===== config.mk =====
export PLATFORM = sky130hd
export DESIGN_NAME = writeback_unit
export DESIGN_NICKNAME = d
export VERILOG_FILES = /design/src/rtl/arm_core_pkg.sv /design/src/rtl/wb_scoreboard.sv /design/src/rtl/writeback_unit.sv
export SDC_FILE = /design/constraint.sdc
export NUM_CORES = 1
export LEC_CHECK = 0
export BUFFER_PORTS_ARGS = -buffer_cell sky130_fd_sc_hd__buf_2
export CORE_MARGIN = 4
export CORE_UTILIZATION = 51
export CTS_CLUSTER_DIAMETER = 50
export DETAILED_ROUTE_END_ITERATION = 10
export PLACE_DENSITY = 0.81
export SYNTH_ARGS = -nofsm -noshare
export SYNTH_HDL_FRONTEND = slang
export SYNTH_SLANG_ARGS = --single-unit

===== constraint.sdc =====
create_clock -name clk -period 17.95 [get_ports clk]
set_clock_uncertainty 0.1 [all_clocks]
set_input_delay 3.59 -clock clk [delete_from_list [all_inputs] [get_ports clk]]
set_output_delay 3.59 -clock clk [all_outputs]
set_load 0.01 [all_outputs]

===== src/rtl/arm_core_pkg.sv =====
// Shared constants and the write-back beat type used by the write-back stage
// and its busy-register scoreboard.
package arm_core_pkg;

  localparam int WORD_SIZE  = 32;
  localparam int NUM_REGS   = 16;
  localparam int ADDR_WIDTH = 4;
  localparam int STARVE_MAX = 2;

  // Register index 15 is the program counter; writes to it go to the PC port.
  localparam logic [ADDR_WIDTH-1:0] PC_IDX = 4'd15;

  // One result travelling from a producer (ALU or load) into the register file.
  typedef struct packed {
    logic                  rd_we;
    logic [ADDR_WIDTH-1:0] rd;
    logic [WORD_SIZE-1:0]  data;
    logic                  cpsr_we;
    logic [WORD_SIZE-1:0]  cpsr;
  } wb_beat_t;

endpackage


===== src/rtl/wb_scoreboard.sv =====
// Per-register busy scoreboard: issue reserves a destination, write-back
// retires it. A reservation landing on a register that is still pending
// (and not retiring in the same cycle) latches a sticky error.
module wb_scoreboard
  import arm_core_pkg::*;
(
  input  logic                  clk,
  input  logic                  reset,
  input  logic                  rsv_valid,
  input  logic [ADDR_WIDTH-1:0] rsv_addr,
  input  logic                  clr_valid,
  input  logic [ADDR_WIDTH-1:0] clr_addr,
  output logic [NUM_REGS-1:0]   busy_mask,
  output logic                  wb_err
);

  logic [NUM_REGS-1:0] set_vec;
  logic [NUM_REGS-1:0] clr_vec;
  logic [NUM_REGS-1:0] busy_next;
  logic                err_hit;

  // Next busy state: retire first, then reserve, so a same-cycle reserve of
  // the retiring index leaves the bit set for the newer reservation.
  always_comb begin
    set_vec = '0;
    clr_vec = '0;
    if (rsv_valid) set_vec[rsv_addr] = 1'b1;
    if (clr_valid) clr_vec[clr_addr] = 1'b1;
    busy_next = (busy_mask & ~clr_vec) | set_vec;
    err_hit   = rsv_valid && busy_mask[rsv_addr] &&
                !(clr_valid && (clr_addr == rsv_addr));
  end

  // Busy bits and the sticky double-reservation flag.
  always_ff @(posedge clk or posedge reset) begin
    if (reset) begin
      busy_mask <= '0;
      wb_err    <= 1'b0;
    end else begin
      busy_mask <= busy_next;
      if (err_hit) wb_err <= 1'b1;
    end
  end

endmodule


===== src/rtl/writeback_unit.sv =====
// Write-back stage: arbitrates ALU and load results (valid/ready) and issues
// one registered register/PC/CPSR write per cycle, one cycle after accept.
// Optional operand bypass outputs are enabled by defining WRITEBACK_FWD_EN.
//
// Handshake: a beat transfers in a cycle where valid && ready are both high.
// ready depends only on the valid inputs, the starvation counter and reset;
// it never depends on the data being offered.
module writeback_unit
  import arm_core_pkg::*;
#(
  parameter int STARVE_MAX_P = STARVE_MAX
)
(
  input  logic                  clk,
  input  logic                  reset,
  input  logic                  alu_valid,
  output logic                  alu_ready,
  input  logic                  alu_rd_we,
  input  logic [ADDR_WIDTH-1:0] alu_rd,
  input  logic [WORD_SIZE-1:0]  alu_data,
  input  logic                  alu_cpsr_we,
  input  logic [WORD_SIZE-1:0]  alu_cpsr,
  input  logic                  mem_valid,
  output logic                  mem_ready,
  input  logic [ADDR_WIDTH-1:0] mem_rd,
  input  logic [WORD_SIZE-1:0]  mem_data,
  input  logic                  rsv_valid,
  input  logic [ADDR_WIDTH-1:0] rsv_addr,
  output logic [NUM_REGS-1:0]   busy_mask,
  output logic                  rd_we,
  output logic [ADDR_WIDTH-1:0] write_rd,
  output logic [WORD_SIZE-1:0]  rd_in,
  output logic                  pc_we,
  output logic [WORD_SIZE-1:0]  pc_in,
  output logic                  cpsr_we,
  output logic [WORD_SIZE-1:0]  cpsr_in,
`ifdef WRITEBACK_FWD_EN
  output logic                  fwd_valid,
  output logic [ADDR_WIDTH-1:0] fwd_addr,
  output logic [WORD_SIZE-1:0]  fwd_data,
`endif
  output logic                  wb_err
);

  localparam int CNT_W = (STARVE_MAX_P < 1) ? 1 : $clog2(STARVE_MAX_P + 1);

  // Consecutive MEM grants the ALU has sat through while offering a beat.
  logic [CNT_W-1:0] starve_cnt;
  logic             alu_starved;
  logic             alu_grant;
  logic             mem_grant;
  logic             beat_valid;
  wb_beat_t         beat;
  logic             retire_en;

  // Grant selection: loads win unless the ALU has waited long enough.
  always_comb begin
    alu_starved = (starve_cnt >= CNT_W'(STARVE_MAX_P));
    alu_grant   = !reset && alu_valid && (!mem_valid || alu_starved);
    mem_grant   = !reset && mem_valid && !(alu_valid && alu_starved);
    beat_valid  = alu_grant || mem_grant;
    beat        = '0;
    if (alu_grant) begin
      beat.rd_we   = alu_rd_we;
      beat.rd      = alu_rd;
      beat.data    = alu_data;
      beat.cpsr_we = alu_cpsr_we;
      beat.cpsr    = alu_cpsr;
    end else if (mem_grant) begin
      beat.rd_we   = 1'b1;
      beat.rd      = mem_rd;
      beat.data    = mem_data;
    end
    retire_en = beat_valid && beat.rd_we;
  end

  assign alu_ready = alu_grant;
  assign mem_ready = mem_grant;

`ifdef WRITEBACK_FWD_EN
  // Bypass view of the beat being accepted now, a cycle ahead of rd_we.
  assign fwd_valid = retire_en;
  assign fwd_addr  = beat.rd;
  assign fwd_data  = beat.data;
`endif

  // Starvation counter: counts MEM grants only while the ALU is waiting.
  always_ff @(posedge clk or posedge reset) begin
    if (reset) begin
      starve_cnt <= '0;
    end else if (alu_grant || !alu_valid) begin
      starve_cnt <= '0;
    end else if (mem_grant) begin
      starve_cnt <= starve_cnt + CNT_W'(1);
    end
  end

  // Registered write strobes: high for exactly the cycle after the accept.
  always_ff @(posedge clk or posedge reset) begin
    if (reset) begin
      rd_we    <= 1'b0;
      write_rd <= '0;
      rd_in    <= '0;
      pc_we    <= 1'b0;
      pc_in    <= '0;
      cpsr_we  <= 1'b0;
      cpsr_in  <= '0;
    end else begin
      rd_we   <= retire_en && (beat.rd != PC_IDX);
      pc_we   <= retire_en && (beat.rd == PC_IDX);
      cpsr_we <= beat_valid && beat.cpsr_we;
      if (retire_en && (beat.rd != PC_IDX)) begin
        write_rd <= beat.rd;
        rd_in    <= beat.data;
      end
      if (retire_en && (beat.rd == PC_IDX)) begin
        pc_in <= beat.data;
      end
      if (beat_valid && beat.cpsr_we) begin
        cpsr_in <= beat.cpsr;
      end
    end
  end

  // Busy tracking: the accepted beat retires its destination at the same
  // edge that raises its write strobe.
  wb_scoreboard u_scoreboard (
    .clk       (clk),
    .reset     (reset),
    .rsv_valid (rsv_valid),
    .rsv_addr  (rsv_addr),
    .clr_valid (retire_en),
    .clr_addr  (beat.rd),
    .busy_mask (busy_mask),
    .wb_err    (wb_err)
  );

endmodule


# == Word-level counts from Yosys, hierarchy flattened ==
# Index checks and enable logic that the tools add are counted.
# op_classes
n_mux,13
magnitude_cmp,5
add_sub_neg,1
n_eq_ne,3
bitwise_logic,3
reduce_logical,23
# op_table
cell,n
two-way mux 37 bit,2
two-way mux 33 bit,1
two-way mux 16 bit,2
AND 16 bit,1
NOT 16 bit,1
OR 16 bit,1
logical AND 1 bit,14
"less-than comparator 4 x 5 -> 1 bit, second input constant",2
demux 1 bit (select 4 bit),2
">= comparator 4 x 1 -> 1 bit, second input constant",2
logical NOT 1 bit,5
binary-select mux 1 bit (select 4 bit),1
equality test 4 bit,1
"equality test 4 bit, second input constant",1
two-way mux 2 bit,2
"inequality test 4 bit, second input constant",1
logical OR 1 bit,3
two-way mux 1 bit,3
"adder 2 x 1 -> 2 bit, second input constant",1
">= comparator 2 bit, second input constant",1
nonzero test 2 bit,1
# totals
regBits,122
input_bits,115
word_cells,58

# == Depth between registers and ports, before layout ==
# Gate-level depths: netlist (run 1).
# logic_depth
word_depth,14
mapped_depth,10
ltp_nobuf,8

# == Modules after synthesis ==
# From an unflattened synthesis (run 1), not the netlist that was laid out.
# unflattened
cells_unflattened,377
hier_area_um2,5415.2
# by_module_without_submodules
mod,cells_per_inst,instances,area_each_um2
writeback_unit,287,1,4516.8
wb_scoreboard,90,1,898.4

# == Worst setup path after synthesis (run 1) ==
# No wires, ideal clock.
# synth_timing
path_type,input to output
start,in reset
end,out mem_ready
slack_ps,6917
n_path_buf,2
arrival_time_ps,7343
cell_stages,5
cell_sequence,inv_1 nand3_2 inv_2 clkbuf_1 buf_2
# synth_between
elab_chain_cells,3
# synth_rtl
element,line_no,text
from (decl),writeback_unit.sv:15,"input logic reset,"
logical NOT 1 bit (no source line),n/a,
logical AND 1 bit (2 in series),writeback_unit.sv:60,mem_grant = !reset && mem_valid && !(alu_valid && alu_starved);
to (decl),writeback_unit.sv:24,"output logic mem_ready,"
# No other way between the ends.

# == Worst setup path in the final report (run 1) ==
# Ends and elaborated chain as after synthesis.

==> flow_summary_export.csv, run 1 <==
group,metric,value,unit
floorplan,die_h,112,um
timing,worst_pin_slew,0.832,ns
clocking,clock_sinks,122,
synth,yosysWarnings,0,
clocking,path_clk_slew,0.06,ns
synth,synthesis.area,0.00550,mm^2
critical_path,r2r_slack,14.35,ns
routing,drt_iter0_markers,236,
critical_path,worst-r2r-cell-count,7,
clocking,cts.root.buffer_cell,"clkbuf_8",
grt,gr-total-overflow,0,
grt,antenna_found_initial,1,
routing,dr.pass1.iters,4,
synth,yosysSeqAreaShare,0.555,
place,hpwl,10800,um
power_and_ir_drop,p_per_area,115,mW/mm^2
floorplan,die_w,112,um
routing,drt-wirelength-per-cell,19.0,um
clocking,clock_latency,0.50,ns
clocking,ctsHoldBuffers,0,
timing,totalNegativeSetupSlack,0,ns
place,dpl.cell_count,749,
place,dp_slack,8.71,ns
clocking,clockBufferDepth,2,
place,port_buffers,236,
critical_path,end_kind,"output pin",
layout,nNetsFinal,748,
power_and_ir_drop,p_leak,3.84,nW
synth,synth.avg_cell_area,13.9,um^2
clocking,cts_repair_resize_count,0,
floorplan,ios,237,
timing,period_needed,9.20,ns
synth,syn_inst,395,
synth,synth_seq_cells,122,
floorplan,placementRows,37,
critical_path,critPathCapture,"mem_ready",
critical_path,critPathLaunchType,"input pin",
clocking,cts_tree,"yes",
clocking,numCtsBuffers,17,
critical_path,cp.required,14.26,ns
min_path,hold_class,"reg2reg",
timing,worst_slack,8.75,ns
layout,fill_cells,773,
clocking,post_cts_buffers,0,
critical_path,path_class,"in2out",
power_and_ir_drop,ir_drop,98.4,uV
layout,final_cells,781,
layout,fin_area,0.00739,mm^2
synth,synth_cell_type_count,52,
floorplan,coreArea,0.0104,mm^2
critical_path,crit_start,"reset",
place,place_congestion,0.940,
timing,finalHoldViolCount,0,
timing,setup_viol,0,
outcome,status,"finished, final reports clean",
timing,fin_crit_sh,0.512,
layout,drive_above_1_share,0.555,
synth,synth_nets,511,
place,place_area,0.00675,mm^2
floorplan,start_util,0.528,
floorplan,dieArea,0.0125,mm^2
layout,antenna_cells,0,
run,cap_viol_max_count,0,
grt,grt_pass1_wl,23900,um
timing,slew_headroom,0.445,
grt,grtUsageTotal,0.239,
grt,grt_max_degree,68,
routing,drc,0,
critical_path,cp.arrival,5.51,ns
timing,slew_viol_final,0,
routing,vias,4397,
critical_path,crit_path_max_fanout,58,
critical_path,r2r_start,"starve_cnt[1]",
synth,synth_edf_count,0,
critical_path,r2r_end,"pc_in[10]",
synth,async_flop_share,1.00,
routing,routed_wl,14800,um
timing,rsz0062_at_grt,"false",
routing,vias_per_cell,5.63,
timing,fmax,109,MHz
grt,grt_pass1_vias,4731,
routing,antenna_left,0,
layout,area_growth,34.4,%
synth,ys.flop_type,"dfrtp_1",
clocking,cts_max_level,4,
sequential cells by signal, indices dropped and copies added, names as in the netlist:
| signal | cells |
|---|---|
| cpsr_in | 32 |
| pc_in | 32 |
| rd_in | 32 |
| u_scoreboard.busy_mask | 16 |
| write_rd | 4 |
| starve_cnt | 2 |
| cpsr_we | 1 |
| pc_we | 1 |
| rd_we | 1 |
| u_scoreboard.wb_err | 1 |
report_power, final:
group          switching (W)  internal (W)  leakage [nW]
clock               0.000123      0.000240         0.304
combinational      0.0000770     0.0000743          1.99
sequential         0.0000233      0.000314          1.55
cell usage in the layout (no fill, tap or decap), types with 6 or more instances in the layout:
cell type / count
a22o_1: 33
buf_2: 236
clkbuf_16: 16
dfrtp_1: 122
mux2_1: 27
mux2_2: 69
nand2_1: 8
nand3_1: 14
nand3b_1: 6
nor3_1: 7
o2bb2ai_1: 9
through the flow:
step / hold slack, ns / power [W] / util
2_1_floorplan: 0.429 / 0.000420 / -
3_3_place_gp: 0.363 / 0.000486 / 0.648
3_5_place_dp: 0.371 / 0.000494 / 0.648
4_1_cts: 0.385 / 0.000860 / 0.709
5_1_grt: 0.396 / 0.000889 / 0.709
6_report: 0.385 / 0.000851 / 0.709
synth_stat cells (2+ instances only):
cell type | count | area [um^2]
a22oi_2 | 2 | 25.0
o21a_1 | 2 | 15.0
mux4_2 | 4 | 90.1
xnor2_1 | 3 | 26.3
nand2_1 | 8 | 30.0
nor2_1 | 6 | 22.5
buf_6 | 6 | 67.6
clkbuf_1 | 10 | 37.5
mux2_1 | 27 | 304
mux2_2 | 69 | 777
dfrtp_1 | 122 | 3050
nand2b_1 | 3 | 18.8
o2bb2ai_1 | 9 | 78.8
nand3b_1 | 6 | 45.0
inv_1 | 6 | 22.5
mux2i_1 | 3 | 30.0
nor3_1 | 7 | 35.0
o22ai_1 | 3 | 18.8
nand4_1 | 5 | 31.3
a21o_1 | 4 | 30.0
o21ai_0 | 2 | 10.0
nand3_1 | 14 | 70.1
a32o_1 | 5 | 50.1
a22o_1 | 33 | 289
buf_2 | 6 | 30.0
o22a_1 | 2 | 17.5
a21oi_1 | 3 | 15.0
per-layer routing:
metal  GRT usage  up-vias  share of wire
met1       0.268     2167           0.37
met4      0.0981        2          0.019
met2       0.413      223           0.51
met3      0.0875       29          0.097
li1            -     1976              -
met5           0        -        0.00088
worst min path at each step:
stage,cells after the start,start,slack (ns),to
6_report,1,rd_in[11],0.38,rd_in[11]
5_1_grt,1,rd_in[16],0.40,rd_in[16]
4_1_cts,1,rd_in[11],0.38,rd_in[11]
3_5_place_dp,1,rd_in[14],0.37,rd_in[14]
3_3_place_gp,1,rd_in[12],0.36,rd_in[12]
2_1_floorplan,1,rd_in[0],0.43,rd_in[0]
logic make-up after synthesis:
group / after synthesis / synth area share
compound gates: 77 / 0.124
xor+xnor: 3 / 0.00478
fa+ha+maj: 1 / 0.00228
buf+inv: 29 / 0.0294
flops: 122 / 0.555
mux: 103 / 0.219
simple gates: 60 / 0.0660
critical path: stages:
cell and delay [ns]:
buf_2 0.20, inv_4 0.55, nand3_2 0.28, inv_2 0.61, buf_2 0.25
final cells by class:
cell class / count / area (um^2) / share of cell area
flip-flops and latches: 122 / 3050 / 0.413
multi-input cells: 244 / 2290 / 0.310
repair buffers: 240 / 1210 / 0.164
clock buffers: 17 / 414 / 0.0560
clock inverters: 15 / 223 / 0.0301
well taps: 136 / 170 / 0.0230
inverters: 7 / 28.8 / 0.00389
Power figures use the tool's default switching activity.
==> run 2: changes to the inputs <==
- ABC_AREA: unset -> 1
- CORE_UTILIZATION: 51 -> 43
- PLACE_DENSITY: 0.81 -> 0.73
- clock period: 17.95 -> 7.95 ns (I/O delays scaled with it)
==> run 2 against run 1 <==
Net effect: critical path depth unchanged; critical endpoint is now alu_ready; sequential share of layout area up 1.4 points; via count grew 12%; synthesized cell count grew 56%; sequential cell count unchanged; clock-buffer cell count is 9 higher; power is 110% higher; largest power group is now sequential cells; die area up 13%; register-to-register slack worse by 11 ns; sequential power increased by 120%.
==> flow_summary_export.csv, run 2 <==
group,metric,value,unit
clocking,numCtsBuffers,17,
timing,setup_viol,0,
synth,synthTopCellsByArea,"dfrtp_1 (58%), nand2_1 (17%), o21ai_0 (6.1%), a22o_1 (5.3%), inv_1 (3.8%)",
grt,antenna_found_initial,0,
grt,grtUsageTotal,0.208,
grt,gr-total-overflow,0,
power_and_ir_drop,p_per_area,245,mW/mm^2
power_and_ir_drop,power.share.sequential,0.424,
power_and_ir_drop,combPwrFrac,0.170,
clocking,cts.root.buffer_cell,"clkbuf_16",
timing,slew_viol_final,0,
floorplan,coreArea,0.0121,mm^2
layout,area.sequential,0.00305,mm^2
synth,yosysTopAreaCell,"dfrtp_1",
timing,fmax,207,MHz
power_and_ir_drop,p_clk_frac,0.406,
synth,ys.flop_type,"dfrtp_1",
layout,nNetsFinal,964,
routing,routed_wl,14700,um
routing,drt-wirelength-per-cell,14.3,um
clocking,cts_max_level,4,
routing,antenna_left,0,
synth,synth.avg_cell_area,8.60,um^2
synth,yosysWarnings,0,
power_and_ir_drop,power.switching,0.000479,W
place,dp_slack,2.76,ns
synth,synth_cell_type_count,21,
synth,synth_nets,733,
routing,drt_iter0_markers,418,
critical_path,cp.arrival,3.15,ns
power_and_ir_drop,p_leak,3.94,nW
layout,final_core_util,0.592,
floorplan,placementRows,40,
synth,yosysSeqAreaShare,0.575,
power_and_ir_drop,p_int,0.00127,W
place,place_congestion,0.906,
synth,synth_seq_cells,122,
synth,synth_top_area_frac,0.575,
critical_path,path_class,"in2out",
floorplan,dieArea,0.0142,mm^2
grt,grt_pass1_wl,23600,um
power_and_ir_drop,switching_share,0.274,
timing,totalNegativeSetupSlack,0,ns
layout,multi_input_area,0.00190,mm^2
critical_path,crit_path_max_fanout,34,
synth,syn_inst,617,
layout,antenna_cells,0,
place,port_buffers,236,
synth,yosys-top-cells-count,"nand2_1 (236), dfrtp_1 (122), o21ai_0 (65)",
grt,grt_pass1_vias,4665,
clocking,post_cts_buffers,0,
timing,rsz0062_at_grt,"false",
clocking,clock_latency,0.40,ns
place,hpwl,10800,um
run,cap_viol_max_count,0,
synth,async_flop_share,1.00,
timing,worst_pin_slew,1.07,ns
clocking,ctsHoldBuffers,0,
routing,dr.pass1.iters,5,
floorplan,ios,237,
timing,worst_slack,3.11,ns
floorplan,die_h,119,um
synth,synth_edf_count,0,
synth,synth.most_common_cell,"nand2_1",
timing,slew_headroom,0.285,
critical_path,critPathLaunchType,"input pin",
routing,drc,0,
critical_path,cp.required,6.26,ns
timing,fin_crit_sh,0.608,
outcome,status,"finished, final reports clean",
clocking,cts_repair_resize_count,0,
min_path,hold_class,"reg2reg",
timing,period_needed,4.84,ns
power_and_ir_drop,ir_drop,143,uV
floorplan,start_util,0.440,
floorplan,die_w,119,um
layout,fill_cells,1124,
synth,synthesis.area,0.00531,mm^2
routing,vias,4919,
layout,mostFrequentLayoutCells,"nand2_1 (236), buf_2 (236), dfrtp_1 (122)",
layout,top_regs,"cpsr_in (32), pc_in (32), rd_in (32)",
layout,area_growth,34.7,%
layout,drive_above_1_share,0.323,
grt,grt_max_degree,78,
clocking,cts_tree,"yes",
routing,vias_per_cell,4.79,
clocking,path_clk_slew,0.05,ns
clocking,clockBufferDepth,2,
timing,finalHoldViolCount,0,
clocking,clock_sinks,122,
critical_path,end_kind,"output pin",
run 2: cell count changes in the layout (fill, tap and decap cells not counted), sizes merged, moves of 6 or more:
cell | previous run | this run
nand3 | 16 | 22
o2bb2ai | 9 | 0
inv | 9 | 55
nand2 | 8 | 238
nand3b | 6 | 0
o21ai | 3 | 89
clkbuf | 17 | 26
mux2 | 96 | 0
nor2 | 6 | 22
run 2: final timing paths:
check                                    start                  end  slack, ns  cells after the start
setup / recovery                         reset            alu_ready       3.11                      5
hold / removal             u_scoreboard.wb_err  u_scoreboard.wb_err       0.36                      2
setup reg to reg                 starve_cnt[1]          cpsr_in[25]       3.73                      9
hold reg to reg            u_scoreboard.wb_err  u_scoreboard.wb_err       0.36                      2
max in group asynchronous                reset           cpsr_in[5]       5.19                      3
min in group asynchronous                reset  u_scoreboard.wb_err       1.19                      2
run 2: per-stage QoR:
stage	hold slack (ns)	cells	power [W]	instance area, um^2
final	0.364	1028	0.00175	7150
after floorplan	0.357	617	0.000904	5310
after global placement	0.345	997	0.00105	6580
after detailed placement	0.351	997	0.00105	6580
after CTS	0.364	1028	0.00177	7150
after global routing	0.390	1028	0.00184	7150
run 2: power by group through the flow:
stage	combinational, W	clock (W)	sequential, W
2_1_floorplan	0.000119	0	0.000785
3_3_place_gp	0.000296	0	0.000751
3_5_place_dp	0.000299	0	0.000751
4_1_cts	0.000301	0.000728	0.000742
5_1_grt	0.000334	0.000757	0.000752
6_report	0.000297	0.000711	0.000742
run 2: layout make-up:
| class | instances | share of cell area |
|---|---|---|
| Clock inverter | 5 | 0.00473 |
| Sequential cell | 122 | 0.427 |
| Timing Repair Buffer | 240 | 0.169 |
| Inverter | 56 | 0.0298 |
| Tap cell | 168 | 0.0294 |
| Multi-Input combinational cell | 411 | 0.265 |
| Clock buffer | 26 | 0.0741 |
run 2: routing by layer:
metal | GRT usage | up-vias | part of all wire | wire (um)
li1 | - | 2442 | - | -
met1 | 0.283 | 2269 | 0.43 | 6370
met2 | 0.319 | 192 | 0.47 | 6960
met3 | 0.0579 | 16 | 0.078 | 1150
met4 | 0.0731 | 0 | 0.015 | 224
met5 | 0 | - | 0 | 0
run 2: cells by family after synthesis:
| group | after synthesis | share of synthesized area |
|---|---|---|
| adder cells (fa/ha/maj) | 1 | 0.00236 |
| flip-flops | 122 | 0.575 |
| buffers and inverters | 84 | 0.0672 |
| AO/OA/AOI/OAI | 123 | 0.143 |
| AND/OR/NAND/NOR | 287 | 0.212 |
run 2: critical path, stage by stage:
cell and delay, ns:
buf_2 0.15, nor2_2 0.08, nand2_1 0.15, clkinv_1 0.73
buf_2 0.41
